### config.mk
export PLATFORM = sky130hd
export DESIGN_NAME = mem_arbiter
export DESIGN_NICKNAME = d
export VERILOG_FILES = /design/src/rtl/mem_arbiter.sv
export SDC_FILE = /design/constraint.sdc
export NUM_CORES = 1
export LEC_CHECK = 0
export CAP_MARGIN = 40
export CELL_PAD_IN_SITES_DETAIL_PLACEMENT = 1
export CELL_PAD_IN_SITES_GLOBAL_PLACEMENT = 1
export CORE_AREA = 2 2 293 295
export CTS_BUF_LIST = sky130_fd_sc_hd__clkbuf_4
export DETAILED_ROUTE_END_ITERATION = 7
export DIE_AREA = 0 0 295 297
export GPL_TIMING_DRIVEN = 0
export PLACE_DENSITY_LB_ADDON = 0.2
export SLEW_MARGIN = 20
export SYNTH_ARGS = -nofsm -noshare
export SYNTH_HDL_FRONTEND = slang
export SYNTH_SLANG_ARGS = --single-unit
### constraint.sdc
create_clock -name clk -period 4.1 [get_ports clk]
set_input_delay 0.615 -clock clk [delete_from_list [all_inputs] [get_ports clk]]
set_output_delay 0.615 -clock clk [all_outputs]
set_load 0.005 [all_outputs]
### src/rtl/mem_arbiter.sv
`default_nettype none
// ============================================================================
// mem_arbiter : two-client (icache/dcache) line-fill/writeback arbiter
//               feeding a single memory port through IDLE/ISSUE/WAIT/RESP.
// Optional build macro ARB_FAIRNESS_EN bounds icache starvation.
// Revision: 1.0
// ============================================================================
module mem_arbiter #(
  parameter int ADDR_W     = 32,
  parameter int LINE_W     = 128,
  parameter int STARVE_MAX = 4
) (
  input  logic              clk,
  input  logic              reset,
  input  logic              ic_req,
  input  logic [ADDR_W-1:0] ic_addr,
  output logic              ic_ack,
  output logic [LINE_W-1:0] ic_rdata,
  input  logic              dc_req,
  input  logic              dc_we,
  input  logic [ADDR_W-1:0] dc_addr,
  input  logic [LINE_W-1:0] dc_wdata,
  output logic              dc_ack,
  output logic [LINE_W-1:0] dc_rdata,
  output logic              mem_req,
  output logic              mem_we,
  output logic [ADDR_W-1:0] mem_addr,
  output logic [LINE_W-1:0] mem_wdata,
  input  logic              mem_ready,
  input  logic [LINE_W-1:0] mem_rdata,
  output logic              busy
);

  typedef enum logic [1:0] {
    IDLE  = 2'd0,
    ISSUE = 2'd1,
    WAIT  = 2'd2,
    RESP  = 2'd3
  } state_t;

  state_t            state_q, state_d;
  logic              owner_dc_q, owner_dc_d;
  logic              we_q, we_d;
  logic [ADDR_W-1:0] addr_q, addr_d;
  logic [LINE_W-1:0] wdata_q, wdata_d;
  logic [LINE_W-1:0] ic_rdata_q, ic_rdata_d;
  logic [LINE_W-1:0] dc_rdata_q, dc_rdata_d;
  logic              grant_dc;

  if (STARVE_MAX < 1) begin : g_bad_starve_max
    $error("mem_arbiter: STARVE_MAX must be at least 1");
  end

`ifdef ARB_FAIRNESS_EN
  localparam int CNT_W = $clog2(STARVE_MAX + 2);

  logic [CNT_W-1:0] starve_q, starve_d;
  logic             ic_starved;

  assign ic_starved = (starve_q == CNT_W'(STARVE_MAX));
  assign grant_dc   = dc_req && !(ic_req && ic_starved);

  // Counts only dcache wins taken while icache was also waiting.
  always_comb begin
    starve_d = starve_q;
    if (state_q == IDLE && (ic_req || dc_req)) begin
      if (grant_dc && ic_req) starve_d = starve_q + CNT_W'(1);
      else                    starve_d = '0;
    end
  end

  always_ff @(posedge clk) begin
    if (reset) starve_q <= '0;
    else       starve_q <= starve_d;
  end
`else
  assign grant_dc = dc_req;
`endif

  always_comb begin
    state_d    = state_q;
    owner_dc_d = owner_dc_q;
    we_d       = we_q;
    addr_d     = addr_q;
    wdata_d    = wdata_q;
    ic_rdata_d = ic_rdata_q;
    dc_rdata_d = dc_rdata_q;
    case (state_q)
      IDLE: begin
        if (ic_req || dc_req) begin
          owner_dc_d = grant_dc;
          we_d       = grant_dc ? dc_we    : 1'b0;
          addr_d     = grant_dc ? dc_addr  : ic_addr;
          wdata_d    = grant_dc ? dc_wdata : '0;
          state_d    = ISSUE;
        end
      end
      ISSUE: state_d = WAIT;
      WAIT: begin
        if (mem_ready) begin
          // Writeback completion returns no line; dcache data stays put.
          if (owner_dc_q) begin
            if (!we_q) dc_rdata_d = mem_rdata;
          end else begin
            ic_rdata_d = mem_rdata;
          end
          state_d = RESP;
        end
      end
      RESP:    state_d = IDLE;
      default: state_d = IDLE;
    endcase
  end

  always_ff @(posedge clk) begin
    if (reset) begin
      state_q    <= IDLE;
      owner_dc_q <= 1'b0;
      we_q       <= 1'b0;
      addr_q     <= '0;
      wdata_q    <= '0;
      ic_rdata_q <= '0;
      dc_rdata_q <= '0;
    end else begin
      state_q    <= state_d;
      owner_dc_q <= owner_dc_d;
      we_q       <= we_d;
      addr_q     <= addr_d;
      wdata_q    <= wdata_d;
      ic_rdata_q <= ic_rdata_d;
      dc_rdata_q <= dc_rdata_d;
    end
  end

  assign mem_req   = (state_q == ISSUE);
  assign mem_we    = we_q;
  assign mem_addr  = addr_q;
  assign mem_wdata = wdata_q;
  assign ic_ack    = (state_q == RESP) && !owner_dc_q;
  assign dc_ack    = (state_q == RESP) && owner_dc_q;
  assign ic_rdata  = ic_rdata_q;
  assign dc_rdata  = dc_rdata_q;
  assign busy      = (state_q != IDLE);

endmodule
`default_nettype wire
[After elaboration in Yosys (flattened, before gate mapping)]
Index checks and enable logic that the tools add are counted.
Operators by class
  shift operators: 0
  order comparisons: 0
  bitwise operators: 2
  reduce and logical (&&, ||, !) cells: 10
  add/sub/neg operators: 0
  multiplexer cells: 6
  div/mod/pow operators: 0
  multiply operators: 0
  equality and inequality tests: 5
Operators with widths (count)
  2-to-1 mux 128 bit: 1
  2-to-1 mux 32 bit: 1
  case mux 2 bit (4 select lines): 1
  == test 2 bit, second input constant: 2
  2-to-1 mux 2 bit: 2
  inequality test 2 bit, second input constant: 2
  AND reduction 2 bit: 2
  AND reduction 4 bit: 1
  AND reduction 3 bit: 1
  == test 2 x 1 -> 1 bit, second input constant: 1
  logical AND 1 bit: 2
  logical NOT 2 bit: 1
  NOT 1 bit: 2
  nonzero test 2 bit: 1
  logical NOT 1 bit: 1
  logical OR 1 bit: 1
  2-to-1 mux 1 bit: 1
Word-level totals
  latch bits: 0
  memory bits (writable): 0
  logic and storage cells: 30
  flip-flop bits (word level): 420
  memories kept: 0
  output and inout bits: 421
  bits of input ports: 326
  bits in read-only memories: 0

[Longest topological paths before layout]
Gate-level depths: netlist (run 1).
  depth in word-level cells: 3
  depth in mapped cells: 8
  depth with buffers taken out: 5

[Worst setup path after synthesis (run 1)]
OpenSTA, ideal clock, no wires.
  path kind: input -> register
  from: input port reset
  to: register wdata_q[100], in the netlist mem_wdata[100]
  path buffers: 3
  cell stages on the path: 4
  data required time: 3.968 ns
  arrival time: 1.313 ns
  library setup time: 0.132 ns
  setup slack: 2.655 ns
  cells stage by stage: buf_2 > clkbuf_1 > clkbuf_1 > a21oi_1
RTL lines
  start, declared: line 14  | input logic reset,
  end signal, assigned: line 129  | wdata_q <= wdata_d;
  end, declared: line 45  | logic [LINE_W-1:0] wdata_q, wdata_d;
No word-level cell between the ends.

[Worst setup path in the final report (run 1)]
  from: register state_q[0]
  to: output port busy
On the way
  cells in the longest elaborated chain, start to end: 1
Ends and longest elaborated chain
  start, declared: line 41  | state_t state_q, state_d;
  start signal, assigned: line 125  | state_q <= state_d;
  nonzero test 2 bit: line 143  | assign busy = (state_q != IDLE);
  end, declared: line 31  | output logic busy
Every way passes these cells.

==> impl_metrics.env, run 1 <==
export IMPL_cp_data_arrival_time_ns=2.45
export IMPL_hold_viol=0
export IMPL_clk_pin_slew_ns=0.06
export IMPL_yosysTopAreaCellShare_pct=55.11
export IMPL_final_layout_size_suffix_gt1_share_pct=12.03
export IMPL_grt_overflow=0
export IMPL_p_leak_nw=8.975
export IMPL_h_tree_depth=4
export IMPL_p_clk_share_pct=32.8
export IMPL_synth_most_common_cell="nand2_1"
export IMPL_multi_input_area_um2=5972
export IMPL_vias_per_cell=4.151
export IMPL_die_w_um=295
export IMPL_p_sw_w=0.004178
export IMPL_dieArea_um2=87620
export IMPL_ir_drop_mv=0.2528
export IMPL_port_buffers=745
export IMPL_start_util_pct=18.06
export IMPL_netlist_top_cells_area="dfxtp_1 (55%), nand2_1 (16%), a21oi_1 (13%)"
export IMPL_layout_nets=3068
export IMPL_crit_fanout=7
export IMPL_r2r_slack_ns=2.02
export IMPL_cpMostUsedCell="inv_1"
export IMPL_gp_congestion=0.8354
export IMPL_tns_ns=0
export IMPL_cp_required_ns=3.48
export IMPL_nFillCells=10070
export IMPL_wl_per_cell_um=20.09
export IMPL_period_share_pct=74.73
export IMPL_clk_latency_ns=0.96
export IMPL_postLayoutCoreUtil_pct=30.53
export IMPL_hpwl_um=63500
export IMPL_crit_family="buffers and inverters"
export IMPL_path_buf_inv=4
export IMPL_syn_avg_cell_area_um2=8.233
export IMPL_grt_pass1_wl_um=115400
export IMPL_drtPass1Iterations=4
export IMPL_max_cap_violations=0
export IMPL_synth_top_area_cell="dfxtp_1"
export IMPL_ys_flop_type="dfxtp_1"
export IMPL_worst_pin_slew_ns=0.6642
export IMPL_slowest_delay_ns=0.59
export IMPL_rsz0062_at_grt="false"
export IMPL_vias=16500
export IMPL_p_seq_share_pct=39.0
export IMPL_power_density_nw_per_um2=489.3
export IMPL_cp_end_kind="output pin"
export IMPL_clock_root_buffer="clkbuf_4"
export IMPL_r2r_end="mem_wdata[89]"
export IMPL_hold_path_startpoint="mem_rdata[3]"
export IMPL_routed_wl_um=79850
export IMPL_clock_sinks=420
export IMPL_ys_seq_area_share_pct=55.11
export IMPL_cp_start_kind="flip-flop"
export IMPL_cts_buffers=135
export IMPL_clock_path_buffers=3
export IMPL_setup_slack_ns=1.036
export IMPL_hold_depth=3
export IMPL_cts_tree="done"
export IMPL_p_int_w=0.008440
export IMPL_drt_iter0_drc=460
export IMPL_coreArea_um2=84480
export IMPL_whs_endpoint="dc_rdata[3]"
export IMPL_synth_seq_cells=420
export IMPL_io_pins=747
export IMPL_antenna_found_initial=15
export IMPL_final_max_slew_violation_count=0
export IMPL_final_setup_viol_count=0
export IMPL_synth_common_cells="nand2_1 (643), dfxtp_1 (420), a21oi_1 (387)"
export IMPL_slowest_stage="clkdlybuf4s50_1"
export IMPL_synth_edf_count=0
export IMPL_swShare_pct=33.11
export IMPL_regToRegStartpoint="state_q[0]"
export IMPL_worstSetupPathDepth=5
export IMPL_worst_r2r_path_depth=8
export IMPL_path_cells="inv_1 -> ha_1 -> buf_2 -> inv_1 -> clkdlybuf4s50_1"
export IMPL_synthArstFlopShare_pct=0
export IMPL_hold_path_class="primary input to flip-flop"
export IMPL_syn_nets=2183
export IMPL_status="finished clean"
export IMPL_postRouteAntennaNets=0
export IMPL_grt_usage_pct=17.77
export IMPL_p_comb_share_pct=28.2
export IMPL_max_freq_mhz=326.4
export IMPL_synthCells=1853
export IMPL_seqCellArea_um2=8408
export IMPL_netlist_cell_type_count=26
export IMPL_drc=0
export IMPL_grt_pass1_vias=18020
export IMPL_worstSetupPathType="flip-flop to output pin"
export IMPL_ys_warn_count=0
export IMPL_syn_area_um2=15260
export IMPL_die_h_um=297
export IMPL_period_needed_ns=3.064
export IMPL_instances_no_fill=3974
export IMPL_place_ws_ns=1.488
export IMPL_syn2layout_area_growth_pct=69.03
export IMPL_std_cell_rows=107
export IMPL_grt_max_degree=17
export IMPL_skew_ns=0.05365
export IMPL_placedCellCount=3744
export IMPL_slew_headroom_pct=55.72
sequential cells by signal (all words and copies together) (netlist names):
signal,count
mem_addr,32
mem_we,1
dc_rdata,128
ic_rdata,128
mem_wdata,128
state_q,2
owner_dc_q,1
through the flow:
| step | area [µm²] | total power, W | hold slack (ns) |
|---|---|---|---|
| final | 25790 | 0.01262 | 0.2413 |
| after global routing | 25780 | 0.01344 | 0.1173 |
| after CTS | 25760 | 0.01292 | 0.06724 |
| after detailed placement | 24170 | 0.008622 | 0.4443 |
| after global placement | 24140 | 0.008526 | 0.4382 |
| after floorplan | 15260 | 0.006357 | 0.4483 |
how the worst max path moves through the flow:
| stage | end | slack, ns | start |
|---|---|---|---|
| floorplan | mem_wdata[100] | 2.65 | reset |
| global placement | mem_wdata[76] | 1.54 | dc_req |
| detailed placement | mem_wdata[47] | 1.49 | dc_req |
| CTS | busy | 0.88 | state_q[0] |
| global route | busy | 0.80 | state_q[0] |
| finish | busy | 1.04 | state_q[0] |
final cells by class:
| cell class | instances | area share (%) |
|---|---|---|
| flip-flops and latches | 420 | 32.61 |
| repair buffers | 748 | 29.04 |
| multi-input cells | 1272 | 23.16 |
| well taps | 1144 | 5.551 |
| clock buffers | 181 | 5.269 |
| plain buffers | 157 | 3.343 |
| clock inverters | 36 | 0.8540 |
| diodes | 12 | 0.1164 |
| inverters | 4 | 0.05822 |
timing repair:
action                                 4_1_cts  5_1_grt
buffers inserted                             0        0
hold buffers                                 1        0
gates resized for setup                      0        0
endpoints found under the hold margin        1        0
tightest hold or removal path, stage by stage:
cell and delay [ns]:
clkdlybuf4s50_1 0.42, nand2_1 0.06, a21oi_1 0.05
power groups by stage:
stage          Sequential, W  Combinational [W]  Clock (W)
4_1_cts              0.00492            0.00364    0.00435
2_1_floorplan        0.00501            0.00135          0
6_report             0.00492            0.00355    0.00414
5_1_grt              0.00498            0.00386    0.00459
3_3_place_gp         0.00498            0.00355          0
3_5_place_dp         0.00500            0.00362          0
cells by family (layout without fill, tap and decap cells):
kind of cell / Yosys count / after routing / synth area share (%)
buf+inv: 161 / 1126 / 5.741
mux: 33 / 33 / 2.165
fa+ha+maj: 4 / 4 / 0.3281
flops: 420 / 420 / 55.11
simple gates: 812 / 812 / 21.24
compound gates: 423 / 423 / 15.41
other cells: 0 / 12 / 0
cells in the final DEF, fill, tap and decap left out, types with 2 or more instances in the layout:
| cell type | instances |
|---|---|
| ha_1 | 4 |
| inv_1 | 4 |
| nor2_1 | 32 |
| dfxtp_1 | 420 |
| inv_6 | 6 |
| a21oi_1 | 387 |
| buf_4 | 9 |
| nand2_1 | 643 |
| mux2i_1 | 33 |
| a211oi_2 | 28 |
| o21a_1 | 2 |
| clkbuf_4 | 181 |
| buf_6 | 18 |
| clkdlybuf4s50_1 | 745 |
| nand3_1 | 129 |
| clkbuf_1 | 41 |
| a211oi_1 | 4 |
| clkinv_1 | 21 |
| clkinv_4 | 4 |
| buf_2 | 85 |
| diode_2 | 12 |
| buf_1 | 4 |
| clkinvlp_4 | 2 |
| nand2b_1 | 2 |
layer usage:
| metal | track usage, % | vias to the layer above | part of all wire (%) |
|---|---|---|---|
| met5 | 0 | - | 0.086 |
| met4 | 6.098 | 10 | 2.3 |
| met3 | 9.138 | 131 | 11 |
| met2 | 31.62 | 602 | 51 |
| met1 | 17.60 | 7795 | 36 |
| li1 | - | 7959 | - |
Power figures use the tool's default switching activity.
==> run 2: changes to the inputs <==
==> constraint.sdc (replaced) <==
create_clock -name clk -period 2.56 [get_ports clk]
set_input_delay 0.384 -clock clk [delete_from_list [all_inputs] [get_ports clk]]
set_output_delay 0.384 -clock clk [all_outputs]
set_load 0.005 [all_outputs]
==> impl_metrics.env, run 2 (synthesized netlist as in run 1, its figures left out) <==
export IMPL_placedCellCount=3744
export IMPL_power_density_nw_per_um2=726.7
export IMPL_period_needed_ns=2.316
export IMPL_cp_data_arrival_time_ns=1.93
export IMPL_cts_setup_buffers=0
export IMPL_coreArea_um2=84480
export IMPL_final_layout_size_suffix_gt1_share_pct=11.23
export IMPL_postLayoutCoreUtil_pct=33.54
export IMPL_layout_nets=3322
export IMPL_grt_max_degree=17
export IMPL_routed_wl_um=81840
export IMPL_clk_latency_ns=0.96
export IMPL_start_util_pct=18.06
export IMPL_worstSetupPathDepth=1
export IMPL_clock_path_buffers=3
export IMPL_drc=0
export IMPL_max_freq_mhz=431.7
export IMPL_vias_per_cell=4.133
export IMPL_skew_ns=0.05394
export IMPL_cp_start_kind="flip-flop"
export IMPL_std_cell_rows=107
export IMPL_syn2layout_area_growth_pct=85.70
export IMPL_final_max_slew_violation_count=0
export IMPL_tns_ns=0
export IMPL_instances_no_fill=4228
export IMPL_hold_path_class="primary input to flip-flop"
export IMPL_mostFrequentLayoutCell="clkdlybuf4s50_1"
export IMPL_ir_drop_mv=0.4075
export IMPL_hold_viol=0
export IMPL_slowest_stage="clkdlybuf4s50_1"
export IMPL_status="finished clean"
export IMPL_worst_r2r_path_depth=8
export IMPL_top_usage_layer="met2"
export IMPL_crit_fanout=2
export IMPL_period_share_pct=90.48
export IMPL_final_setup_viol_count=0
export IMPL_vias=17480
export IMPL_cp_end_kind="output pin"
export IMPL_port_buffers=745
export IMPL_hpwl_um=63500
export IMPL_grt_pass1_vias=19370
export IMPL_use_met2_pct=32.64
export IMPL_drtPass1Iterations=4
export IMPL_clk_pin_slew_ns=0.06
export IMPL_grt_util_met1_pct=18.53
export IMPL_path_cells="clkdlybuf4s50_1"
export IMPL_max_cap_violations=0
export IMPL_met3_usage_pct=8.181
export IMPL_rsz0062_at_grt="false"
export IMPL_wl_per_cell_um=19.36
export IMPL_cp_required_ns=2.18
export IMPL_h_tree_depth=4
export IMPL_hold_depth=3
export IMPL_postRouteAntennaNets=0
export IMPL_slowest_delay_ns=0.66
export IMPL_grt_pass1_wl_um=120200
export IMPL_layout_common_cells="clkdlybuf4s50_1 (740), nand2_1 (643), dfxtp_1 (418)"
export IMPL_slew_headroom_pct=53.72
export IMPL_grt_overflow=0
export IMPL_p_leak_nw=10.06
export IMPL_io_pins=747
export IMPL_nFillCells=9991
export IMPL_cts_buffers=135
export IMPL_path_buf_inv=1
export IMPL_cts_tree="done"
export IMPL_die_h_um=297
export IMPL_worstSetupPathType="flip-flop to output pin"
export IMPL_crit_family="buffers and inverters"
export IMPL_grt_usage_pct=18.28
export IMPL_antenna_found_initial=13
export IMPL_clock_root_buffer="clkbuf_4"
export IMPL_drt_iter0_drc=478
export IMPL_clock_sinks=420
export IMPL_die_w_um=295
export IMPL_worst_pin_slew_ns=0.6942
export IMPL_gp_congestion=0.8354
export IMPL_dieArea_um2=87620
## run 2: changes by cell type in the layout (fill, tap and decap cells not counted), sizes merged
cell / before / now
dlygate4sd2: 0 / 1
dlygate4sd3: 1 / 255
dlymetal6s2s: 0 / 1
clkdlybuf4s50: 745 / 740
buf: 117 / 118
clkdlybuf4s15: 0 / 2
## run 2: path summary, 6_finish.rpt
| check | from | to | slack [ns] |
|---|---|---|---|
| setup / recovery | mem_wdata[27] | mem_wdata[27] | 0.24 |
| hold / removal | dc_wdata[25] | mem_wdata[25] | 0.13 |
| setup reg to reg | state_q[0] | mem_wdata[95] | 0.50 |
| hold reg to reg | mem_wdata[117] | mem_wdata[117] | 0.45 |
## run 2: per-stage QoR
step / total power [W] / setup WS [ns] / instance area, µm² / hold slack (ns)
3_5_place_dp: 0.01381 / 0.1787 / 24170 / 0.4443
4_1_cts: 0.02101 / 0.02772 / 28300 / 0.0006174
2_1_floorplan: 0.01018 / 1.121 / 15260 / 0.4483
5_1_grt: 0.02190 / 0.03314 / 28330 / 0.02075
3_3_place_gp: 0.01366 / 0.2313 / 24140 / 0.4382
6_report: 0.02059 / 0.2436 / 28330 / 0.1336
## run 2: layout make-up
type | instances | area (µm²) | area share, %
Multi-Input combinational cell | 1272 | 5972 | 21.08
Clock inverter | 36 | 220.2 | 0.7773
Sequential cell | 420 | 8411 | 29.69
Clock buffer | 181 | 1359 | 4.796
Tap cell | 1144 | 1431 | 5.052
Timing Repair Buffer | 1002 | 10030 | 35.41
Antenna cell | 12 | 30.03 | 0.1060
Inverter | 4 | 15.01 | 0.05300
Buffer | 157 | 862.1 | 3.043
## run 2: repair_timing
item / in CTS / in global routing
hold buffers: 255 / 0
resized for setup: 13 / 2
hold endpoints to repair: 380 / 0
endpoints found under the setup margin: 4 / 2
## run 2: per-layer routing
| metal | vias up | part of all wire, % | routed length, µm |
|---|---|---|---|
| met3 | 159 | 9.7 | 7947 |
| met5 | - | 0.060 | 49 |
| li1 | 8457 | - | - |
| met4 | 8 | 3.1 | 2498 |
| met2 | 626 | 50 | 41110 |
| met1 | 8226 | 37 | 30230 |
## run 2: report_power, final
group	total (W)	switching, W	internal (W)
Sequential	0.00788	0.000487	0.00740
Clock	0.00666	0.00328	0.00338
Combinational	0.00604	0.00306	0.00298
==> run 3: changes to the inputs <==
--- a/config.mk
+++ b/config.mk
@@ -13,7 +13,9 @@
 export DETAILED_ROUTE_END_ITERATION = 7
 export DIE_AREA = 0 0 295 297
 export GPL_TIMING_DRIVEN = 0
+export HOLD_SLACK_MARGIN = 0.03
 export PLACE_DENSITY_LB_ADDON = 0.2
+export SKIP_CTS_REPAIR_TIMING = 1
 export SLEW_MARGIN = 20
 export SYNTH_ARGS = -nofsm -noshare
 export SYNTH_HDL_FRONTEND = slang
==> impl_metrics.env, run 3 (synthesized netlist as in run 1, its figures left out) <==
export IMPL_status="finished clean"
export IMPL_dieArea_um2=87620
export IMPL_start_util_pct=18.06
export IMPL_slowest_stage="dfxtp_2"
export IMPL_wl_per_cell_um=19.42
export IMPL_grt_pass1_vias=18010
export IMPL_crit_fanout=7
export IMPL_r2r_end="mem_wdata[89]"
export IMPL_h_tree_depth=4
export IMPL_whs_endpoint="dc_rdata[116]"
export IMPL_slew_headroom_pct=53.69
export IMPL_grt_pass1_wl_um=115400
export IMPL_cp_data_arrival_time_ns=1.92
export IMPL_layout_nets=3310
export IMPL_r2r_slack_ns=0.53
export IMPL_period_share_pct=90.08
export IMPL_die_w_um=295
export IMPL_postLayoutCoreUtil_pct=33.39
export IMPL_clock_root_buffer="clkbuf_4"
export IMPL_clk_pin_slew_ns=0.06
export IMPL_port_buffers=745
export IMPL_clk_latency_ns=0.98
export IMPL_final_layout_size_suffix_gt1_share_pct=11.24
export IMPL_antenna_found_initial=12
export IMPL_period_needed_ns=2.306
export IMPL_slowest_delay_ns=0.35
export IMPL_hold_viol=0
export IMPL_nFillCells=10010
export IMPL_syn2layout_area_growth_pct=84.91
export IMPL_drc=0
export IMPL_grt_max_degree=17
export IMPL_placedCellCount=3744
export IMPL_max_cap_violations=0
export IMPL_vias_per_cell=4.135
export IMPL_die_h_um=297
export IMPL_final_max_slew_violation_count=0
export IMPL_grt_overflow=0
export IMPL_clock_sinks=420
export IMPL_gp_congestion=0.8354
export IMPL_path_buf_inv=4
export IMPL_skew_ns=0.07090
export IMPL_instances_no_fill=4216
export IMPL_postRouteAntennaNets=0
export IMPL_hold_depth=3
export IMPL_setup_worst_path_start="state_q[0]"
export IMPL_tns_ns=0
export IMPL_max_freq_mhz=433.7
export IMPL_hold_path_class="primary input to flip-flop"
export IMPL_whs_ns=0.1018
export IMPL_std_cell_rows=107
export IMPL_drtPass1Iterations=4
export IMPL_p_leak_nw=10.04
export IMPL_vias=17440
export IMPL_power_density_nw_per_um2=729.4
export IMPL_cp_end_kind="output pin"
export IMPL_io_pins=747
export IMPL_worst_pin_slew_ns=0.6947
export IMPL_rsz0062_at_grt="false"
export IMPL_grt_usage_pct=17.77
export IMPL_layout_common_cells="clkdlybuf4s50_1 (740), nand2_1 (643), dfxtp_1 (418)"
export IMPL_regToRegStartpoint="state_q[0]"
export IMPL_hpwl_um=63500
export IMPL_worst_r2r_path_depth=8
export IMPL_clock_path_buffers=3
export IMPL_worstSetupPathType="flip-flop to output pin"
export IMPL_cp_required_ns=2.18
export IMPL_mostFrequentLayoutCell="clkdlybuf4s50_1"
export IMPL_final_setup_viol_count=0
export IMPL_cts_tree="done"
export IMPL_coreArea_um2=84480
export IMPL_cp_start_kind="flip-flop"
export IMPL_hold_path_startpoint="mem_rdata[116]"
export IMPL_cts_buffers=135
export IMPL_ir_drop_mv=0.4090
export IMPL_drt_iter0_drc=495
export IMPL_routed_wl_um=81870
export IMPL_crit_family="buffers and inverters"
export IMPL_path_cells="inv_1 -> ha_1 -> buf_2 -> inv_2 -> clkbuf_2"
-- run 3: stage by stage --
stage                     total power (W)  cell area, µm²  worst slack [ns]
after global placement            0.01366           24140            0.2313
after global routing              0.02188           28210           0.03731
after detailed placement          0.01381           24170            0.1787
final                             0.02058           28210            0.2540
after floorplan                   0.01018           15260             1.121
after CTS                         0.02068           25750           -0.4337
-- run 3: metal layers --
metal | GRT usage [%] | vias up | routed length [µm] | part of all wire, %
met3 | 9.235 | 141 | 8506 | 10
li1 | - | 8440 | - | -
met5 | 0 | - | 24 | 0.029
met4 | 6.098 | 4 | 2013 | 2.5
met2 | 31.62 | 611 | 41690 | 51
met1 | 17.54 | 8239 | 29630 | 36
-- run 3: worst max-delay path by stage --
stage / to / slack, ns / cells past startpoint
final: busy / 0.25 / 5
after global placement: mem_wdata[76] / 0.23 / 6
after floorplan: mem_addr[10] / 1.12 / 7
after detailed placement: mem_wdata[47] / 0.18 / 6
after global routing: busy / 0.04 / 5
after CTS: busy / -0.43 / 5
-- run 3: cell type report --
type | instances | area, µm² | area share, %
inverter | 4 | 15.01 | 0.05322
antenna | 12 | 30.03 | 0.1064
multi-input combinational | 1272 | 5972 | 21.17
buffer | 157 | 862.1 | 3.056
sequential | 420 | 8411 | 29.81
timing repair buffer | 990 | 9910 | 35.13
clock buffer | 181 | 1359 | 4.817
tap | 1144 | 1431 | 5.074
clock inverter | 36 | 220.2 | 0.7806
-- run 3: worst register-to-register path: stages (launching register included) --
cell and delay [ns]:
dfxtp_2 0.35, inv_1 0.07, ha_1 0.18, buf_2 0.16
o21ai_2 0.23, buf_2 0.41, buf_2 0.31, nand2_1 0.09
a21oi_1 0.15
-- run 3: where the power goes --
group          switching, W  internal, W
Combinational       0.00307      0.00297
Clock               0.00327      0.00338
Sequential         0.000487      0.00740
